File: config.mk
export PLATFORM = sky130hd
export DESIGN_NAME = rb_interp_scheduler
export DESIGN_NICKNAME = d
export VERILOG_FILES = /design/src/rtl/rb_interp_scheduler.sv
export SDC_FILE = /design/constraint.sdc
export NUM_CORES = 1
export LEC_CHECK = 0
export ABC_AREA = 1
export BUFFER_PORTS_ARGS = -buffer_cell sky130_fd_sc_hd__buf_2
export CORE_MARGIN = 8
export CORE_UTILIZATION = 53
export CTS_BUF_LIST = sky130_fd_sc_hd__clkbuf_4 sky130_fd_sc_hd__clkbuf_8
export CTS_CLUSTER_DIAMETER = 200
export DETAILED_ROUTE_END_ITERATION = 16
export GPL_TIMING_DRIVEN = 0
export HOLD_SLACK_MARGIN = 0.02
export MAX_ROUTING_LAYER = met4
export PLACE_DENSITY = 0.76
export SYNTH_ARGS = -nofsm -noshare
export SYNTH_HDL_FRONTEND = slang
export SYNTH_SLANG_ARGS = --single-unit
File: constraint.sdc
create_clock -name clk -period 3.58 [get_ports clk]
set_clock_uncertainty 0.2 [all_clocks]
set_input_delay 0.179 -clock clk [delete_from_list [all_inputs] [get_ports clk]]
set_output_delay 0.179 -clock clk [all_outputs]
set_load 0.1 [all_outputs]
File: src/rtl/rb_interp_scheduler.sv
`timescale 1ns/1ps
// Round-robin sequencer sharing one fixed-latency R/B interpolation datapath between the
// R-plane and B-plane request streams, with in-order result buffering and credit-based issue.
module rb_interp_scheduler #(
  parameter int unsigned gradBitWidth  = 8,
  parameter int unsigned pixelBitWidth = 12,
  parameter int unsigned OPW           = pixelBitWidth + 2*gradBitWidth + 2*(pixelBitWidth+2),
  parameter int unsigned TAG_W         = 16,
  parameter int unsigned DP_LATENCY    = 2,
  parameter int unsigned OUT_DEPTH     = 4
) (
  input  logic                     clk,
  input  logic                     rst,
  input  logic                     enable,
  input  logic                     r_valid,
  output logic                     r_ready,
  input  logic [OPW-1:0]           r_operands,
  input  logic [TAG_W-1:0]         r_tag,
  input  logic                     b_valid,
  output logic                     b_ready,
  input  logic [OPW-1:0]           b_operands,
  input  logic [TAG_W-1:0]         b_tag,
  output logic [OPW-1:0]           dp_operands,
  input  logic [pixelBitWidth-1:0] dp_rb,
  output logic                     out_valid,
  input  logic                     out_ready,
  output logic [pixelBitWidth-1:0] out_rb,
  output logic                     out_plane,
  output logic [TAG_W-1:0]         out_tag
);

  localparam int unsigned NSTAGE = DP_LATENCY + 1;
  localparam int unsigned PTR_W  = (OUT_DEPTH > 1) ? $clog2(OUT_DEPTH) : 1;
  localparam int unsigned CNT_W  = $clog2(OUT_DEPTH + 1);
  localparam int unsigned SUM_W  = $clog2(OUT_DEPTH + NSTAGE + 1) + 1;
  localparam int unsigned ENT_W  = pixelBitWidth + 1 + TAG_W;

  logic [NSTAGE-1:0] stg_v;
  logic [NSTAGE-1:0] stg_plane;
  logic [TAG_W-1:0]  stg_tag [NSTAGE];
  logic              prio;

  logic [ENT_W-1:0]  fifo_mem [OUT_DEPTH];
  logic [PTR_W-1:0]  wr_ptr;
  logic [PTR_W-1:0]  rd_ptr;
  logic [CNT_W-1:0]  fifo_count;

  logic [SUM_W-1:0]  inflight;
  logic [SUM_W-1:0]  credit_used;
  logic              can_issue;
  logic              grant_r;
  logic              grant_b;
  logic              push;
  logic              pop;
  logic              full;

  // Results still owed by the datapath pipeline.
  always_comb begin
    inflight = '0;
    for (int i = 0; i < int'(NSTAGE); i++) begin
      inflight = inflight + SUM_W'(stg_v[i]);
    end
  end

  assign pop         = out_valid & out_ready;
  assign push        = stg_v[NSTAGE-1];
  assign full        = (fifo_count == CNT_W'(OUT_DEPTH));
  assign credit_used = inflight + SUM_W'(fifo_count) - SUM_W'(pop);
  // Grants are gated by rst so the ready outputs read low while reset is held.
  assign can_issue   = rst & enable & (credit_used < SUM_W'(OUT_DEPTH));
  assign grant_r     = can_issue & r_valid & (~prio | ~b_valid);
  assign grant_b     = can_issue & b_valid & (prio | ~r_valid);
  assign r_ready     = grant_r;
  assign b_ready     = grant_b;

  // Operand register and round-robin pointer; both hold when nothing is granted.
  always_ff @(posedge clk or negedge rst) begin
    if (!rst) begin
      dp_operands <= '0;
      prio        <= 1'b0;
    end else if (grant_r) begin
      dp_operands <= r_operands;
      prio        <= 1'b1;
    end else if (grant_b) begin
      dp_operands <= b_operands;
      prio        <= 1'b0;
    end
  end

  // Plane/tag tracker aligned with the datapath latency.
  always_ff @(posedge clk or negedge rst) begin
    if (!rst) begin
      stg_v     <= '0;
      stg_plane <= '0;
      for (int i = 0; i < int'(NSTAGE); i++) begin
        stg_tag[i] <= '0;
      end
    end else begin
      stg_v      <= {stg_v[NSTAGE-2:0], grant_r | grant_b};
      stg_plane  <= {stg_plane[NSTAGE-2:0], grant_b};
      stg_tag[0] <= grant_b ? b_tag : r_tag;
      for (int i = 1; i < int'(NSTAGE); i++) begin
        stg_tag[i] <= stg_tag[i-1];
      end
    end
  end

  // Output FIFO; push and pop may coincide at any occupancy.
  always_ff @(posedge clk or negedge rst) begin
    if (!rst) begin
      wr_ptr     <= '0;
      rd_ptr     <= '0;
      fifo_count <= '0;
      for (int i = 0; i < int'(OUT_DEPTH); i++) begin
        fifo_mem[i] <= '0;
      end
    end else begin
      if (push) begin
        fifo_mem[wr_ptr] <= {dp_rb, stg_plane[NSTAGE-1], stg_tag[NSTAGE-1]};
        wr_ptr           <= wr_ptr + PTR_W'(1);
      end
      if (pop) begin
        rd_ptr <= rd_ptr + PTR_W'(1);
      end
      if (push && !pop) begin
        fifo_count <= fifo_count + CNT_W'(1);
      end else if (pop && !push) begin
        fifo_count <= fifo_count - CNT_W'(1);
      end
    end
  end

  assign out_valid                  = (fifo_count != '0);
  assign {out_rb, out_plane, out_tag} = fifo_mem[rd_ptr];

  // The credit check must make a lossy push impossible.
  assert property (@(posedge clk) disable iff (!rst) !(push && full && !pop));

endmodule

# After elaboration in Yosys (flattened, before gate mapping)
# Cells that the tools add are included.
[classes]
add_sub_neg = 8
n_reduce_logical = 8
mux = 13
order_cmp = 4
bitwise = 15
[ops]
columns = ["cell", "n"]
rows = [
  ["$bwmux 116", 1],
  ["$mux 56", 2],
  ["$mux 29", 3],
  ["$bmux 29 s2", 1],
  ["$demux 29 s2", 1],
  ["$mux 16", 1],
  ["$and 1x1->1", 7],
  ["$ge 3x3->1 const B", 2],
  ["$mux 3", 2],
  ["$not 2->3", 2],
  ["$add 2x1->2 const B", 2],
  ["$add 3x3->4", 1],
  ["$lt 4x3->1 const B", 1],
  ["$reduce_bool 2->1", 2],
  ["$sub 4x1->4", 1],
  ["$add 2x1->3", 1],
  ["$add 3x1->3 const B", 1],
  ["$logic_and 1x1->1", 3],
  ["$lt 3x1->1 const B", 1],
  ["$not 1->1", 3],
  ["$or 1x1->1", 3],
  ["$reduce_bool 3->1", 1],
  ["$sub 3x1->3 const B", 1],
  ["$add 1x1->2", 1],
  ["other kinds (2)", 4],
]
[totals]
out_inout_bits = 88
word_cells = 62
in_bits = 162
ff_bits = 234

# Depth between registers and ports, before layout
# Gate-level depths: netlist of run 1.
[logic_depth]
word_depth = 10
depth_mapped = 21
ltp_nobuf = 19

# Worst setup path before layout of run 1
# OpenSTA, ideal clock, no wires.
[synth_path]
path_kind = "register to output"
startpoint = "reg fifo_count[0]"
endpoint = "out r_ready"
path_buffers = 2
setup_slack_ps = -656
path_stages_with_launch = 17
t_arrival_ps = 3857
required_ps = 3201
path_cell_list = "dfrtp_1 > nor2_1 > nand2_1 > nand2_1 > inv_1 > ha_1 > inv_1 > fa_1 > ha_1 > nand3_1 > nand3_1 > nand2_1 > nor2_2 > nand3_2 > buf_2 > buf_2 > inv_1"
[synth_via]
elab_chain_len = 7
[synth_lines]
columns = ["item", "line_no", "text"]
rows = [
  ["from (decl)", "46", "logic [CNT_W-1:0] fifo_count;"],
  ["from (signal assigned)", "126", "fifo_count <= fifo_count + CNT_W'(1);"],
  ["from (signal assigned)", "128", "fifo_count <= fifo_count - CNT_W'(1);"],
  ["$reduce_bool 3->1", "133", "assign out_valid = (fifo_count != '0);"],
  ["named net out_valid", "25", "output logic out_valid,"],
  ["$and 1x1->1", "65", "assign pop = out_valid & out_ready;"],
  ["named net pop", "54", "logic pop;"],
  ["$sub 4x1->4", "68", "assign credit_used = inflight + SUM_W'(fifo_count) - SUM_W'(pop);"],
  ["$lt 4x3->1", "70", "assign can_issue = rst & enable & (credit_used < SUM_W'(OUT_DEPTH));"],
  ["$and 1x1->1", "70", ""],
  ["$and 1x1->1 (2 in a row)", "71", "assign grant_r = can_issue & r_valid & (~prio | ~b_valid);"],
  ["to (decl)", "16", "output logic r_ready,"],
]
# The timed path passes the listed nets, and every way through them passes these cells.

# Worst setup path after layout of run 1
[layout_path]
startpoint = "reg fifo_count[1]"
endpoint = "out r_ready"
[layout_via]
elab_chain_len = 7
[layout_lines]
columns = ["item", "line_no"]
rows = [
  ["$reduce_bool 3->1", "133"],
  ["$and 1x1->1", "65"],
  ["named net pop", "54"],
  ["$sub 4x1->4", "68"],
  ["$lt 4x3->1", "70"],
  ["$and 1x1->1", "70"],
  ["$and 1x1->1 (2 in a row)", "71"],
]
# The timed path passes the listed nets, and every way through them passes these cells.

==> results.json, run 1 <==
{
  "yosys-top-cells-area": "dfrtp_1, nand2_1, o21ai_0",
  "worst_skew_pair.late_latency_ns": 0.54,
  "ys_async_sr_fraction_pct": 100,
  "io_buffers": 249,
  "max_freq_ghz": 0.285,
  "critPathCaptureType": "output port",
  "relSlewSlack_pct": 56.4,
  "ys_types": 25,
  "postRouteAntennaNets": 0,
  "p_total_mw": 15.6,
  "worstMarginPinSlew_ns": 0.653,
  "die_w_um": 156,
  "die_height_um": 156,
  "crit_type": "flip-flop to output port",
  "start_kind": "flip-flop",
  "cts_root_buf": "clkbuf_8",
  "die_area_um2": 24300,
  "totalWireLength_um": 37300,
  "start_util_pct": 53.5,
  "synth_cells": 1237,
  "powerDensity_nw_per_um2": 1070,
  "num-fill-cells": 1321,
  "cts.sinks": 234,
  "first_iter_violations": 994,
  "numCtsBuffers": 40,
  "ys_ff_latch": 234,
  "h-tree-depth": 2,
  "gp_congestion": 0.908,
  "synth_warnings": 0,
  "placedCellCount": 1753,
  "reg2reg_depth": 20,
  "synth-seq-area-share_pct": 56.6,
  "hp-class": "input pin to flip-flop",
  "core-area_um2": 19300,
  "nets": 1874,
  "io_pins": 250,
  "critPathMaxFanout": 3,
  "grt_max_degree": 98,
  "antenna_found_initial": 3,
  "vdd_drop_max_mv": 0.912,
  "hpwl_um": 21200,
  "syn2layout_area_growth_pct": 41.6,
  "cp_data_arrival_time_ns": 3.12,
  "leakagePower_nw": 7.86,
  "fin_cells": 1993,
  "routedWlPerCell_um": 18.7,
  "syn_area_per_cell_um2": 8.37,
  "rsz0062_at_grt": "true",
  "rows": 51,
  "cts_tree": "built",
  "routed_via_density": 5.53,
  "overflow": 0,
  "first_pass_iters": 5,
  "hold_path_depth": 5,
  "hold_viol": 0,
  "final_util_pct": 75.8,
  "grt_pass1_vias": 11485,
  "syn_area_um2": 10400,
  "finalCriticalPeriod_ns": 3.50,
  "drive_gt1_share_pct": 22.2,
  "syn_nets": 1411,
  "crit_required_ns": 3.20,
  "drc": 0,
  "synth-edff-count": 0,
  "num_vias": 11019,
  "outcome": "finished clean",
  "grt_pass1_wl_um": 58200,
  "setup_viol_count_final": 0,
  "path_clk_slew_ns": 0.06,
  "maxCapViolations": 0,
  "fin_crit_sh_pct": 97.8,
  "maxSlewViolCount": 0,
  "synth.top_cell.area_share_pct": 56.6,
  "fin_tns_setup_ns": 0,
  "hold_slack_ns": 0.0244,
  "ys.flop_type": "dfrtp_1",
  "grt_usage_pct": 31.2,
  "synth_area_leader_cell": "dfrtp_1",
  "cts_buffer_depth": 3
}
## final timing paths
check / from / end / slack (ns)
min in group asynchronous: rst / fifo_mem[95] / 0.05
worst min-delay path: r_valid / stg_plane[0] / 0.02
worst min register to register: stg_tag[45] / stg_tag[29] / 0.13
worst max register to register: fifo_count[1] / dp_operands[20] / 0.09
worst max-delay path: fifo_count[1] / r_ready / 0.08
max in group asynchronous: rst / fifo_count[0] / 2.67
## what timing repair did
action                                 CTS  global route
cloned                                   0             0
resized for setup                       26            15
endpoints found under the hold margin  357             0
setup endpoints to repair                8            61
buffers inserted                        10             3
hold buffers                           159             0
pin swaps                                9            10
## through the flow
stage	setup slack, ns	cell area (um2)
final	0.0772	14700
after global routing	-0.0681	14700
after CTS	0.0184	14600
after detailed placement	-0.363	12000
after global placement	-2.69	11900
after floorplan	0.0148	10400
## layout by cell type, fill, tap and decap left out, types with 2 or more instances in the layout
cell type / instances
clkbuf_1: 49
o21ai_0: 176
buf_6: 2
nand2_1: 343
buf_12: 4
buf_1: 5
dlygate4sd3_1: 158
clkbuf_8: 47
a21oi_1: 2
nand2_4: 2
o22ai_1: 29
ha_1: 8
nand3_2: 2
nor2_4: 2
inv_1: 156
diode_2: 3
inv_8: 2
clkinv_2: 5
clkinvlp_4: 2
buf_2: 264
nor2_1: 65
inv_2: 4
dfrtp_1: 233
buf_16: 3
nand4_1: 56
clkbuf_4: 13
nand2_2: 5
ha_4: 2
nand3_4: 3
buf_4: 15
nand3_1: 56
xor2_1: 3
## worst max-delay path, cell delays in order, from the launching register on
cell        delay, ns
dfrtp_1          0.41
nor2_4           0.14
nand2_4          0.07
nand2_4          0.08
inv_4            0.04
ha_4             0.25
inv_2            0.04
fa_2             0.37
ha_4             0.30
nand2_2          0.05
inv_2            0.05
nand2_2          0.05
nand2_1          0.05
nand2_1          0.06
nand2_2          0.13
nand3_4          0.12
buf_12           0.15
clkinvlp_4       0.07
buf_12           0.16
## Yosys cell counts, drive strengths merged, types with 2 or more instances
cell type / number
xor2: 3
nor2: 67
inv: 162
nand4: 56
nand3: 61
a21oi: 3
dfrtp: 234
o22ai: 29
fa: 2
o21ai: 176
clkbuf: 49
buf: 32
nand2: 350
ha: 10
## registers in the layout (all words and copies together) (netlist names)
register	flops
dp_operands	56
rd_ptr	2
stg_v	3
prio	1
fifo_mem	116
wr_ptr	2
fifo_count	3
stg_tag	48
stg_plane	3
## layer usage
layer | vias to the layer above | share of wire [%] | global-route usage [%]
met2 | 802 | 48 | 49.6
li1 | 4866 | - | -
met4 | 0 | 5.8 | 18.2
met1 | 5159 | 36 | 35.3
met5 | - | 0 | -
met3 | 192 | 11 | 8.34
## cell families after synthesis
logic type | synth area share, %
compound gates | 10.5
xor+xnor | 0.338
flops | 56.6
simple gates | 21.7
buf+inv | 9.33
fa+ha+maj | 1.60
## layout make-up
cell class	instances	area (um2)	share of cell area (%)
antenna	3	7.51	0.0512
buffer	79	362	2.47
clock buffer	59	737	5.03
clock inverter	8	52.6	0.358
inverter	163	626	4.27
multi-input combinational	759	3630	24.7
sequential	234	5860	39.9
tap	265	332	2.26
timing repair buffer	423	3060	20.9
## where the power goes
| part | internal, mW | switching, mW | total (mW) |
|---|---|---|---|
| clock network | 1.32 | 1.06 | 2.38 |
| logic | 1.84 | 7.16 | 9.00 |
| registers | 3.68 | 0.567 | 4.25 |
Power figures use the tool's default switching activity.
==> inputs of run 2 (changes only) <==
--- a/config.mk
+++ b/config.mk
@@ -7,6 +7,7 @@
 export LEC_CHECK = 0
 export ABC_AREA = 1
 export BUFFER_PORTS_ARGS = -buffer_cell sky130_fd_sc_hd__buf_2
+export CORE_ASPECT_RATIO = 1.5
 export CORE_MARGIN = 8
 export CORE_UTILIZATION = 53
 export CTS_BUF_LIST = sky130_fd_sc_hd__clkbuf_4 sky130_fd_sc_hd__clkbuf_8
==> run 2 against run 1 <==
Clock power decreased by 4%. Count of clock-buffer cells in the layout decreased by 4. Total power decreased by 1.2%. Flip-flop and latch count unchanged. Register-to-register slack improved by 0.04 ns. Die area increased by 0.38%.
==> results.json, run 2 (same netlist as run 1, synthesis figures left out) <==
{
  "outcome": "finished clean",
  "pwr-share-seq_pct": 27.5,
  "r2r_end": "dp_operands[14]",
  "powerDensity_nw_per_um2": 1060,
  "hold_slack_ns": 0.0566,
  "fin_tns_setup_ns": 0,
  "syn2layout_area_growth_pct": 40.7,
  "gp_congestion": 0.883,
  "crit_chain": "nor2_4 > nand2_4 > nand2_4 > inv_2 > ha_4 > inv_2 > fa_2 > ha_4 > nand2_1 > clkinv_1 > nand2_2 > nand2_2 > nand2_2 > nand2_4 > nand3_4 > clkinvlp_4 > buf_12",
  "critPathLaunch": "fifo_count[1]",
  "overflow": 0,
  "die_w_um": 130,
  "worst_skew_pair.late_latency_ns": 0.52,
  "fin_cells": 1976,
  "maxCapViolations": 0,
  "max_freq_ghz": 0.290,
  "start_kind": "flip-flop",
  "path_buf_inv": 5,
  "relSlewSlack_pct": 58.4,
  "crit_type": "flip-flop to output port",
  "io_pins": 250,
  "top_register": "fifo_mem",
  "num_vias": 10755,
  "core-area_um2": 19200,
  "cts_buffer_depth": 3,
  "fin_crit_sh_pct": 96.5,
  "h-tree-depth": 2,
  "nets": 1866,
  "critPathMaxFanout": 4,
  "drc": 0,
  "largest_register_ffs": 116,
  "hp-class": "input pin to async pin",
  "numCtsBuffers": 36,
  "cts_tree": "built",
  "antenna_found_initial": 6,
  "worstMarginPinSlew_ns": 0.624,
  "slowest_delay_ns": 0.43,
  "totalWireLength_um": 36500,
  "netSwitchingFraction_pct": 56.3,
  "hold_viol": 0,
  "switching_power_mw": 8.69,
  "vdd_drop_max_mv": 0.834,
  "reg2reg_depth": 20,
  "reg2reg_setup_slack_ns": 0.13,
  "die_area_um2": 24400,
  "worst-path-stages": 17,
  "top_regs": "fifo_mem (116), dp_operands (56), stg_tag (48)",
  "routedWlPerCell_um": 18.5,
  "crit_required_ns": 3.20,
  "path_clk_slew_ns": 0.06,
  "layout_commonest_cell": "nand2_1",
  "grt_pass1_wl_um": 57400,
  "p_int_mw": 6.75,
  "grt_max_degree": 114,
  "critPathCaptureType": "output port",
  "clockPowerShare_pct": 14.8,
  "rows": 62,
  "p_total_mw": 15.4,
  "postRouteAntennaNets": 0,
  "setup_viol_count_final": 0,
  "drive_gt1_share_pct": 21.9,
  "leakagePower_nw": 7.81,
  "die_height_um": 187,
  "placedCellCount": 1744,
  "cp_top_family": "adder cells",
  "cts_root_buf": "clkbuf_8",
  "cts.sinks": 234,
  "final_cell_mix": "nand2_1, buf_2, dfrtp_1",
  "routed_via_density": 5.44,
  "start_util_pct": 54.0,
  "finalCriticalPeriod_ns": 3.45,
  "grt_usage_pct": 30.8,
  "grt_pass1_vias": 11275,
  "cp_data_arrival_time_ns": 3.07,
  "first_iter_violations": 790,
  "io_buffers": 249,
  "comb_power_share_pct": 57.7,
  "hpwl_um": 21800,
  "crit_slowest_cell": "dfrtp_2",
  "first_pass_iters": 7,
  "r2r_start": "fifo_count[1]",
  "maxSlewViolCount": 0
}
-- run 2: worst reg2reg max path, stage by stage (launching register included) --
cell and delay [ns]:
dfrtp_2 0.43, nor2_4 0.13, nand2_4 0.06, nand2_4 0.08
inv_2 0.05, ha_4 0.25, inv_2 0.03, fa_2 0.37
ha_4 0.24, nand2_1 0.08, clkinv_1 0.08, nand2_2 0.10
nand2_2 0.07, nand2_2 0.09, nand2_4 0.08, nand3_4 0.12
buf_4 0.17, buf_1 0.44, nand2_1 0.11, nand3_1 0.11
nand2_1 0.05
-- run 2: worst max path at each step --
stage                           end
floorplan                   r_ready
global placement            b_ready
detailed placement          b_ready
CTS                         r_ready
global route        dp_operands[20]
finish                      r_ready
-- run 2: power groups by stage --
stage	logic [mW]	clock network, mW	registers (mW)
floorplan	4.70	0	6.14
global placement	8.27	0	4.21
detailed placement	8.41	0	4.23
CTS	8.65	2.31	4.21
global route	9.40	2.42	4.34
finish	8.91	2.28	4.24
-- run 2: final cells by class --
| class | instances | area [um2] |
|---|---|---|
| timing repair buffer | 420 | 3030 |
| clock inverter | 5 | 33.8 |
| inverter | 163 | 623 |
| tap | 256 | 320 |
| clock buffer | 55 | 707 |
| sequential | 234 | 5860 |
| antenna | 6 | 15.0 |
| fill | 1343 | 4590 |
| multi-input combinational | 759 | 3630 |
| buffer | 78 | 348 |
-- run 2: through the flow --
stage | instance area (um2) | utilization, % | setup WS (ns)
6_report | 14600 | 76.0 | 0.126
3_5_place_dp | 12000 | 62.6 | -0.432
2_1_floorplan | 10400 | - | 0.0148
3_3_place_gp | 11900 | 62.3 | -2.75
4_1_cts | 14500 | 75.5 | 0.00782
5_1_grt | 14600 | 76.0 | -0.0392
-- run 2: repair_timing --
| action | in CTS | in global routing |
|---|---|---|
| endpoints found under the setup margin | 47 | 60 |
| pin swaps | 6 | 9 |
| buffers inserted | 6 | 4 |
| resized for setup | 21 | 25 |
| endpoints found under the hold margin | 245 | 0 |
| hold buffers | 159 | 0 |
-- run 2: layer usage --
metal / up-vias / routed length (um) / global-route usage [%]
li1: 4846 / - / -
met1: 5049 / 12500 / 32.3
met2: 692 / 18800 / 51.7
met3: 168 / 3030 / 5.91
met4: 0 / 2210 / 19.4
met5: - / 0 / -
==> inputs of run 3 (changes only) <==
--- a/config.mk
+++ b/config.mk
@@ -8,7 +8,7 @@
 export ABC_AREA = 1
 export BUFFER_PORTS_ARGS = -buffer_cell sky130_fd_sc_hd__buf_2
 export CORE_ASPECT_RATIO = 1.5
-export CORE_MARGIN = 8
+export CORE_MARGIN = 1.5
 export CORE_UTILIZATION = 53
 export CTS_BUF_LIST = sky130_fd_sc_hd__clkbuf_4 sky130_fd_sc_hd__clkbuf_8
 export CTS_CLUSTER_DIAMETER = 200
==> run 3 against run 2 <==
Cell area up 0.13%. Critical path depth decreased by 1. Routed wire length fell by 2.0%. First-iteration DRC count up 29%. Die area shrank 16%. Critical path type unchanged.
==> results.json, run 3 (same netlist as run 1, synthesis figures left out) <==
{
  "max_freq_ghz": 0.289,
  "top_regs": "fifo_mem (116), dp_operands (56), stg_tag (48)",
  "antenna_found_initial": 0,
  "cp_data_arrival_time_ns": 3.08,
  "cts.sinks": 234,
  "gp_congestion": 0.889,
  "crit_required_ns": 3.20,
  "antenna_cells": 0,
  "path_clk_slew_ns": 0.06,
  "grt_pass1_wl_um": 56400,
  "postRouteAntennaNets": 0,
  "h-tree-depth": 2,
  "reg2reg_depth": 16,
  "totalWireLength_um": 35800,
  "io_pins": 250,
  "num_vias": 11061,
  "setup_viol_count_final": 0,
  "die_height_um": 174,
  "overflow": 0,
  "grt_pass1_vias": 11516,
  "worstMarginPinSlew_ns": 0.684,
  "drc": 0,
  "largest_register_ffs": 116,
  "cts_buffer_depth": 3,
  "final_cell_mix": "nand2_1, buf_2, dfrtp_1",
  "rows": 62,
  "first_pass_iters": 6,
  "first_iter_violations": 1023,
  "finalCriticalPeriod_ns": 3.46,
  "routedWlPerCell_um": 18.1,
  "maxCapViolations": 0,
  "numCtsBuffers": 36,
  "critPathMaxFanout": 3,
  "multi_input_area_um2": 3620,
  "endpoint": "r_ready",
  "hold_slack_ns": 0.136,
  "nets": 1868,
  "crit_type": "flip-flop to output port",
  "grt_max_degree": 101,
  "layout_commonest_cell": "nand2_1",
  "r2r_end": "stg_tag[44]",
  "worst_skew_pair.late_latency_ns": 0.52,
  "hpwl_um": 20100,
  "drive_gt1_share_pct": 21.9,
  "hold_viol": 0,
  "core-area_um2": 19200,
  "num-fill-cells": 1273,
  "critPathLaunch": "fifo_count[1]",
  "top_register": "fifo_mem",
  "rsz0062_at_grt": "false",
  "cts_tree": "built",
  "syn2layout_area_growth_pct": 40.9,
  "hp-class": "input pin to flip-flop",
  "die_area_um2": 20400,
  "start_kind": "flip-flop",
  "start_util_pct": 54.0,
  "die_w_um": 117,
  "r2r_start": "fifo_count[1]",
  "critPathCaptureType": "output port",
  "fin_crit_sh_pct": 96.5,
  "routed_via_density": 5.59,
  "regArea_um2": 5860,
  "grt_usage_pct": 36.7,
  "relSlewSlack_pct": 54.4,
  "io_buffers": 249,
  "outcome": "finished clean",
  "cts_root_buf": "clkbuf_8",
  "maxSlewViolCount": 0,
  "reg2reg_setup_slack_ns": 0.15
}
-- run 3: critical path, stage by stage (launching register included) --
cell and delay (ns):
dfrtp_1 0.41, nor2_4 0.14, nand2_4 0.07, nand2_4 0.08, inv_2 0.05, ha_4 0.25, inv_2 0.03, fa_2 0.36
ha_4 0.28, nand3_2 0.07, nand3_2 0.09, nand2_2 0.06, nor2_4 0.18, nand3_4 0.11, buf_12 0.15, clkinvlp_4 0.07
buf_12 0.17
-- run 3: how the worst min path moves through the flow --
stage                endpoint  cells past startpoint  slack [ns]        start
2_1_floorplan  dp_operands[0]                      0       -0.32          rst
3_3_place_gp       stg_tag[4]                      0        0.13  stg_tag[20]
3_5_place_dp     fifo_mem[89]                      1       -0.03          rst
4_1_cts          stg_plane[0]                      5        0.12      r_valid
5_1_grt           stg_tag[18]                      0        0.15  stg_tag[34]
6_report          stg_tag[47]                      6        0.14      r_valid
-- run 3: what timing repair did --
| action | in CTS | in global routing |
|---|---|---|
| endpoints found under the setup margin | 3 | 63 |
| hold buffers | 160 | 0 |
| resized for setup | 21 | 18 |
| buffers inserted | 7 | 3 |
| pin swaps | 5 | 6 |
| hold endpoints to repair | 358 | 0 |
-- run 3: layer usage --
| layer | routed length [um] | vias up | track usage [%] |
|---|---|---|---|
| li1 | - | 4854 | - |
| met5 | 0 | - | - |
| met2 | 18200 | 743 | 60.8 |
| met1 | 12200 | 5256 | 39.5 |
| met3 | 3020 | 208 | 7.04 |
| met4 | 2360 | 0 | 23.8 |
-- run 3: metrics by stage --
step / TNS, ns / area, um2 / instances / setup WS, ns / utilization (%)
2_1_floorplan: 0 / 10400 / 1237 / 0.0148 / -
3_3_place_gp: -617.43 / 11900 / 1742 / -2.74 / 62.3
3_5_place_dp: -0.627 / 12000 / 1744 / -0.382 / 62.6
4_1_cts: 0 / 14500 / 1975 / 0.0203 / 75.6
5_1_grt: 0 / 14600 / 1978 / 0.0119 / 76.1
6_report: 0 / 14600 / 1978 / 0.125 / 76.1
-- run 3: cell type report --
| cell class | count | area share (%) |
|---|---|---|
| Sequential cell | 234 | 40.1 |
| Multi-Input combinational cell | 759 | 24.8 |
| Timing Repair Buffer | 421 | 20.7 |
| Clock buffer | 60 | 5.02 |
| Inverter | 163 | 4.27 |
| Buffer | 79 | 2.50 |
| Tap cell | 256 | 2.20 |
| Clock inverter | 6 | 0.292 |
Power of run 3 is not shown: default switching activity piles up to over one toggle a cycle in this logic, so the estimate is an artifact.
